### src/rtl/uart_spi_pkg.sv
// Shared types and constants for the UART<->SPI-slave bridge.
package uart_spi_pkg;

  typedef enum logic [1:0] {
    MODE0 = 2'd0,
    MODE1 = 2'd1,
    MODE2 = 2'd2,
    MODE3 = 2'd3
  } spi_mode_e;

  // Bit positions inside err_flags
  localparam int ERR_TX_OVF = 0;
  localparam int ERR_RX_OVF = 1;
  localparam int ERR_ABORT  = 2;

  typedef enum logic {
    IDLE   = 1'b0,
    ACTIVE = 1'b1
  } shift_state_e;

  // Idle level of sclk for a given mode
  function automatic logic mode_cpol(input spi_mode_e m);
    return (m == MODE2) || (m == MODE3);
  endfunction

  // Sampling happens on the rising edge when CPOL equals CPHA
  function automatic logic mode_samples_rising(input spi_mode_e m);
    return (m == MODE0) || (m == MODE3);
  endfunction

endpackage

### src/rtl/sync_fifo.sv
// Single-clock FIFO with first-word-fall-through head and occupancy count.
// A push into a full FIFO only lands when a pop happens in the same cycle.
module sync_fifo
  import uart_spi_pkg::*;
#(
  parameter int DATA_W = 8,
  parameter int DEPTH  = 8
) (
  input  logic                     clk,
  input  logic                     reset,
  input  logic                     push,
  input  logic [DATA_W-1:0]        push_data,
  input  logic                     pop,
  output logic [DATA_W-1:0]        head,
  output logic                     full,
  output logic                     empty,
  output logic [$clog2(DEPTH):0]   level
);

  localparam int AW = $clog2(DEPTH);
  localparam int LW = AW + 1;

  logic [DATA_W-1:0] mem [DEPTH];
  logic [AW-1:0]     wr_ptr;
  logic [AW-1:0]     rd_ptr;
  logic              do_push;
  logic              do_pop;

  assign full    = (level == LW'(DEPTH));
  assign empty   = (level == '0);
  assign do_pop  = pop && !empty;
  assign do_push = push && (!full || do_pop);
  assign head    = mem[rd_ptr];

  // Storage write; contents need no reset since pointers define validity
  always_ff @(posedge clk) begin
    if (do_push) mem[wr_ptr] <= push_data;
  end

  // Pointer and occupancy bookkeeping
  always_ff @(posedge clk) begin
    if (reset) begin
      wr_ptr <= '0;
      rd_ptr <= '0;
      level  <= '0;
    end else begin
      if (do_push) wr_ptr <= wr_ptr + AW'(1);
      if (do_pop)  rd_ptr <= rd_ptr + AW'(1);
      case ({do_push, do_pop})
        2'b10:   level <= level + LW'(1);
        2'b01:   level <= level - LW'(1);
        default: level <= level;
      endcase
    end
  end

endmodule

### src/rtl/uart_spi_bridge.sv
// UART<->SPI-slave bridge: UART bytes are queued and shifted out on miso,
// words captured on mosi are queued towards the UART transmitter.
//
// state  | meaning
// IDLE   | cs_bar high, miso held 0, no shifting
// ACTIVE | frame in progress, sample/shift edges processed
module uart_spi_bridge
  import uart_spi_pkg::*;
#(
  parameter int                DATA_W     = 8,
  parameter int                FIFO_DEPTH = 8,
  parameter int                SPI_MODE   = 0,
  parameter bit                MSB_FIRST  = 1'b1,
  parameter logic [DATA_W-1:0] FILL_WORD  = '0
) (
  input  logic                          clk,
  input  logic                          reset,
  input  logic [DATA_W-1:0]             uart_rx_data,
  input  logic                          uart_rx_valid,
  output logic [DATA_W-1:0]             uart_tx_data,
  output logic                          uart_tx_valid,
  input  logic                          uart_tx_ready,
  input  logic                          cs_bar,
  input  logic                          sclk,
  input  logic                          mosi,
  output logic                          miso,
  output logic                          spi_rx_valid,
  output logic                          spi_tx_done,
  output logic [$clog2(FIFO_DEPTH):0]   tx_level,
  output logic [$clog2(FIFO_DEPTH):0]   rx_level,
  output logic [2:0]                    err_flags,
  input  logic                          err_clear
);

  localparam int              CW          = $clog2(DATA_W + 1);
  localparam logic [CW-1:0]   LAST_BIT    = CW'(DATA_W - 1);
  localparam spi_mode_e       MODE        = spi_mode_e'(SPI_MODE[1:0]);
  localparam bit              CPOL        = mode_cpol(MODE);
  localparam bit              SAMPLE_RISE = mode_samples_rising(MODE);

  shift_state_e      state;
  shift_state_e      state_nxt;

  logic [1:0]        cs_sync;
  logic [1:0]        sclk_sync;
  logic [1:0]        mosi_sync;
  logic              cs_d;
  logic              sclk_d;
  logic              cs_fall;
  logic              cs_rise;
  logic              sample_edge;
  logic              shift_edge;

  logic [DATA_W-1:0] tx_shift;
  logic [DATA_W-1:0] rx_shift;
  logic [DATA_W-1:0] rx_next;
  logic [DATA_W-1:0] rx_word;
  logic [DATA_W-1:0] load_word;
  logic [CW-1:0]     bit_cnt;
  logic              word_pulse;

  logic              frame_start;
  logic              in_frame;
  logic              sample_hit;
  logic              word_end;
  logic              load;
  logic              abort;

  logic [DATA_W-1:0] tx_head;
  logic              tx_full;
  logic              tx_empty;
  logic              tx_pop;
  logic              rx_full;
  logic              rx_empty;
  logic              rx_pop;
  logic [2:0]        err_set;

  // Two-flop synchronisers plus one history stage for edge detection;
  // sclk history starts at its idle level so reset never fakes an edge.
  always_ff @(posedge clk) begin
    if (reset) begin
      cs_sync   <= 2'b11;
      sclk_sync <= {2{CPOL}};
      mosi_sync <= 2'b00;
      cs_d      <= 1'b1;
      sclk_d    <= CPOL;
    end else begin
      cs_sync   <= {cs_sync[0], cs_bar};
      sclk_sync <= {sclk_sync[0], sclk};
      mosi_sync <= {mosi_sync[0], mosi};
      cs_d      <= cs_sync[1];
      sclk_d    <= sclk_sync[1];
    end
  end

  assign cs_fall     = cs_d & ~cs_sync[1];
  assign cs_rise     = ~cs_d & cs_sync[1];
  assign sample_edge = SAMPLE_RISE ? (sclk_sync[1] & ~sclk_d) : (~sclk_sync[1] & sclk_d);
  assign shift_edge  = SAMPLE_RISE ? (~sclk_sync[1] & sclk_d) : (sclk_sync[1] & ~sclk_d);

  // Shifter state register
  always_ff @(posedge clk) begin
    if (reset) state <= IDLE;
    else       state <= state_nxt;
  end

  // Shifter next-state: frames are bounded purely by chip select
  always_comb begin
    state_nxt = state;
    case (state)
      IDLE:    if (cs_fall) state_nxt = ACTIVE;
      ACTIVE:  if (cs_rise) state_nxt = IDLE;
      default: state_nxt = IDLE;
    endcase
  end

  assign frame_start = (state == IDLE) && cs_fall;
  assign in_frame    = (state == ACTIVE) && !cs_rise;
  assign sample_hit  = in_frame && sample_edge;
  assign word_end    = sample_hit && (bit_cnt == LAST_BIT);
  assign load        = frame_start || word_end;
  assign abort       = (state == ACTIVE) && cs_rise && (bit_cnt != '0);
  assign tx_pop      = load && !tx_empty;
  assign load_word   = tx_empty ? FILL_WORD : tx_head;
  assign rx_next     = MSB_FIRST ? {rx_shift[DATA_W-2:0], mosi_sync[1]}
                                 : {mosi_sync[1], rx_shift[DATA_W-1:1]};
  assign miso        = (state == ACTIVE) ? (MSB_FIRST ? tx_shift[DATA_W-1] : tx_shift[0]) : 1'b0;

  // Shift datapath. A shift edge seen while bit_cnt is 0 only presents the
  // freshly loaded first bit, which covers both the CPHA=1 leading edge and
  // the trailing edge right after a word-boundary reload.
  always_ff @(posedge clk) begin
    if (reset) begin
      tx_shift   <= '0;
      rx_shift   <= '0;
      rx_word    <= '0;
      bit_cnt    <= '0;
      word_pulse <= 1'b0;
    end else begin
      word_pulse <= word_end;
      if (word_end) rx_word <= rx_next;
      if (frame_start) begin
        tx_shift <= load_word;
        rx_shift <= '0;
        bit_cnt  <= '0;
      end else if ((state == ACTIVE) && cs_rise) begin
        bit_cnt  <= '0;
      end else if (sample_hit) begin
        rx_shift <= rx_next;
        if (word_end) begin
          bit_cnt  <= '0;
          tx_shift <= load_word;
        end else begin
          bit_cnt  <= bit_cnt + CW'(1);
        end
      end else if (in_frame && shift_edge && (bit_cnt != '0)) begin
        tx_shift <= MSB_FIRST ? {tx_shift[DATA_W-2:0], 1'b0} : {1'b0, tx_shift[DATA_W-1:1]};
      end
    end
  end

  assign spi_rx_valid = word_pulse;
  assign spi_tx_done  = word_pulse;

  sync_fifo #(.DATA_W(DATA_W), .DEPTH(FIFO_DEPTH)) u_tx_fifo (
    .clk       (clk),
    .reset     (reset),
    .push      (uart_rx_valid),
    .push_data (uart_rx_data),
    .pop       (tx_pop),
    .head      (tx_head),
    .full      (tx_full),
    .empty     (tx_empty),
    .level     (tx_level)
  );

  sync_fifo #(.DATA_W(DATA_W), .DEPTH(FIFO_DEPTH)) u_rx_fifo (
    .clk       (clk),
    .reset     (reset),
    .push      (word_pulse),
    .push_data (rx_word),
    .pop       (rx_pop),
    .head      (uart_tx_data),
    .full      (rx_full),
    .empty     (rx_empty),
    .level     (rx_level)
  );

  assign uart_tx_valid = ~rx_empty;
  assign rx_pop        = uart_tx_valid && uart_tx_ready;

  // Collect error events for this cycle
  always_comb begin
    err_set             = '0;
    err_set[ERR_TX_OVF] = uart_rx_valid && tx_full && !tx_pop;
    err_set[ERR_RX_OVF] = word_pulse && rx_full && !rx_pop;
    err_set[ERR_ABORT]  = abort;
  end

  // Sticky flags; a clear wins over a simultaneous new event
  always_ff @(posedge clk) begin
    if (reset)          err_flags <= '0;
    else if (err_clear) err_flags <= '0;
    else                err_flags <= err_flags | err_set;
  end

endmodule

### config.mk
export PLATFORM = sky130hd
export DESIGN_NAME = uart_spi_bridge
export DESIGN_NICKNAME = d
export VERILOG_FILES = /design/src/rtl/uart_spi_pkg.sv /design/src/rtl/sync_fifo.sv /design/src/rtl/uart_spi_bridge.sv
export SDC_FILE = /design/constraint.sdc
export NUM_CORES = 1
export LEC_CHECK = 0
export CORE_AREA = 2 2 178 93
export CTS_CLUSTER_DIAMETER = 60
export DETAILED_ROUTE_END_ITERATION = 6
export DIE_AREA = 0 0 180 95
export PLACE_DENSITY_LB_ADDON = 0.15
export SYNTH_ARGS = -nofsm -noshare
export SYNTH_HDL_FRONTEND = slang
export SYNTH_SLANG_ARGS = --single-unit
### constraint.sdc
create_clock -name clk -period 6.3 [get_ports clk]
set_clock_uncertainty 0.1 [all_clocks]
set_input_delay 1.26 -clock clk [delete_from_list [all_inputs] [get_ports clk]]
set_output_delay 1.26 -clock clk [all_outputs]
set_load 0.02 [all_outputs]
==> impl_results.md <==
- CP Launch Type: flop
- Register-to-Register Path Depth: 5
- Worst hold-check path type: reg2reg
- Hold depth: 1
- Post-CTS Resized: 0
- Routed len/inst: 19.2 um
- DRC errors left: 0
- Clock Latency Late Sink: 0.43 ns
- Final slew viol count: 0
- Final core utilization: approximately 56%
- Slew HR: a little under a fifth
- Yosys top cell by area: edfxtp_1
- Post-DRT Antenna Nets: 0
- Root Driver: clkbuf_16
- Top-area cell type share of the netlist area: about half
- Largest net degree at the start of global routing: 56
- Maximum buffer depth of the clock tree: 2
- Share of layout cells above drive strength 1: ~15%
- Max-Cap Viols: 0
- Endpoints failing setup: 0
- PD cells: around 290 mW/mm2
- Vias/cell: about 5.5
- Period utilization: between 60% and 70%
- Worst reg2reg setup slack: 3.19 ns
- Area grow syn2layout: 14.3%
- Worst Path Max Fanout: 16
- WHS Endpoint: cs_sync[1]
- CTS buffer count: 17
- 1st-iter DRT viols: 349
- Total chip power: about 2.6 mW
- Arrival time worst endpoint: approximately 2.9 ns
- Sink Count: 194
- Most common cell after layout, fill and taps aside: edfxtp_1
- Clock slew at reported path FFs: 0.07 ns
- Post-synth ARST share: 0%
- Initial antenna violation count: 0
- # diodes: 0
- Syn avg cell area: 14.6 um2
- Finished Layout Cells: approximately 800
- Syn_nets: between 500 and 600
- Starting Density: about half
- # IOs: 39
- Static Leak: 2.91 nW
- H-Tree Depth: 4
- Cell count after synthesis: approximately 530
- Crit. End Element: output pin
- Yosys reg bits: slightly below 200
- Tmin final: roughly 4.2 ns
- Hold buffers post-CTS: 0
- GRT Util Overall: a little under a fifth
- Area contributors post-synth: edfxtp_1, dfxtp_1, mux4_2, mux4_1, nand2_1
- Required @ worst endpoint: just under 5 ns
- Placer congestion estimate: around 0.75
- Reg-to-reg endpoint: u_tx_fifo.mem[1][7]
- Sequential share of the synthesized area: 66.5%
- DPL Wire Length: around 10 mm
- Pre-antenna DRT Iters: 4
- R2r startpoint: bit_cnt[0]
- Die height: 95 um
- WHS: ~0.34 ns
- Final hold vios: 0
- Core area: between 0.015 and 0.02 mm2
- Post-CTS Setup Bufs: 0
- Global-route wire length before repair: roughly 24 mm
- Ys Warns: 0
- Most frequent cells in the layout: edfxtp_1, dfxtp_1, nand2_1
- TNS Setup: 0 ns
- Worst-Margin Slew: approximately 1.2 ns
- Mapped Area: between 0.007 and 0.008 mm2
- Port buffer count: 38
- CTS tree: built
- Die span in x: 180 um
- Unrepaired setup endpoints after global routing: no
- Top FF cell, synth: edfxtp_1
- Vias in the first global route: 4179
- Die ar.: approximately 0.017 mm2
- Final wirelength: roughly 15 mm
- HP Start: cs_sync[0]
- Crit Path Category: reg2out
- Remaining Overflow, GRT: 0
- Cell Rows: 33
- Number of synthesized flops with an enable pin: around 130
- Placed instance count: between 700 and 800
- Synth cell types: between 50 and 60
- Outcome: finished, final reports clean
- Nets: ~590
- Fmax: roughly 0.24 GHz
- Via count: 4350
- Peak supply drop: about 150 uV
[cell families after synthesis]
logic type / Yosys count / synth area share, %
AO/OA/AOI/OAI: 64 / 5.43
XOR/XNOR: 12 / 1.35
adder cells (fa/ha/maj): 10 / 1.61
buffers and inverters: 41 / 2.58
flip-flops: 194 / 66.5
multiplexers: 52 / 12.7
AND/OR/NAND/NOR: 159 / 9.89
[synthesized netlist by cell type, types with 6 or more instances]
| library cell | number |
|---|---|
| buf_2 | 9 |
| or2_2 | 7 |
| nor2_1 | 41 |
| ha_1 | 10 |
| inv_1 | 15 |
| xor2_1 | 9 |
| a221oi_1 | 6 |
| mux2_2 | 15 |
| nand2b_1 | 9 |
| dfxtp_1 | 66 |
| edfxtp_1 | 128 |
| nor2b_1 | 11 |
| nand2_1 | 56 |
| nor3_1 | 9 |
| clkbuf_1 | 10 |
| mux4_2 | 20 |
| mux4_1 | 12 |
| a211oi_1 | 8 |
| a21oi_1 | 29 |
[area by class of cell]
type | count | area [um2]
Sequential cell | 194 | 5160
Inverter | 15 | 56.3
Tap cell | 210 | 263
Timing Repair Buffer | 41 | 398
Fill cell | 1218 | 6850
Clock buffer | 18 | 429
Multi-Input combinational cell | 297 | 2410
Clock inverter | 14 | 161
[worst max-delay path, stage by stage (launching register included)]
cell	delay, ns
dfxtp_1	1.01
mux4_2	0.61
mux2_2	0.28
clkdlybuf4s50_1	0.54
[per-layer routing]
metal	global-route usage (%)	vias up	part of all wire [%]
li1	-	2067	-
met1	29.6	2165	53
met5	0	-	0
met4	5.28	0	0.90
met2	25.5	103	40
met3	4.86	15	5.8
[per-stage QoR]
step | cell area [um2] | setup slack [ns]
4_1_cts | 8880 | 1.99
3_5_place_dp | 8290 | 2.36
2_1_floorplan | 7770 | 3.19
3_3_place_gp | 8290 | 2.45
6_report | 8880 | 2.07
5_1_grt | 8880 | 1.84
[how the worst max path moves through the flow]
stage                     endpoint  slack, ns  cells past startpoint
3_5_place_dp   u_rx_fifo.mem[0][5]       2.36                      5
2_1_floorplan   u_rx_fifo.level[2]       3.19                     10
6_report           uart_tx_data[6]       2.07                      3
3_3_place_gp    u_rx_fifo.level[2]       2.45                     11
4_1_cts            uart_tx_data[6]       1.99                      3
5_1_grt            uart_tx_data[5]       1.84                      3
[where the power goes]
group / total [mW] / internal (mW) / leakage (nW) / switching [mW]
registers: 1.38 / 1.36 / 1.71 / 0.0149
logic: 0.114 / 0.0474 / 0.913 / 0.0670
clock network: 1.07 / 0.567 / 0.288 / 0.507
total: 2.57 / 1.98 / 2.91 / 0.589
[registers in the layout, summed over array words and instances, names as in the netlist, named ones only]
| register | flops |
|---|---|
| rx_word | 8 |
| u_tx_fifo.mem | 64 |
| u_rx_fifo.rd_ptr | 3 |
| u_tx_fifo.level | 4 |
| tx_shift | 8 |
| u_rx_fifo.wr_ptr | 3 |
| spi_rx_valid | 1 |
| cs_sync | 2 |
| cs_d | 1 |
| sclk_d | 1 |
| rx_shift | 7 |
| u_tx_fifo.wr_ptr | 3 |
| state | 1 |
| sclk_sync | 2 |
| bit_cnt | 4 |
| u_rx_fifo.level | 4 |
| mosi_sync | 2 |
| err_flags | 3 |
| u_rx_fifo.mem | 64 |
| u_tx_fifo.rd_ptr | 3 |
Note: power is estimated with default switching activity, not from simulation.
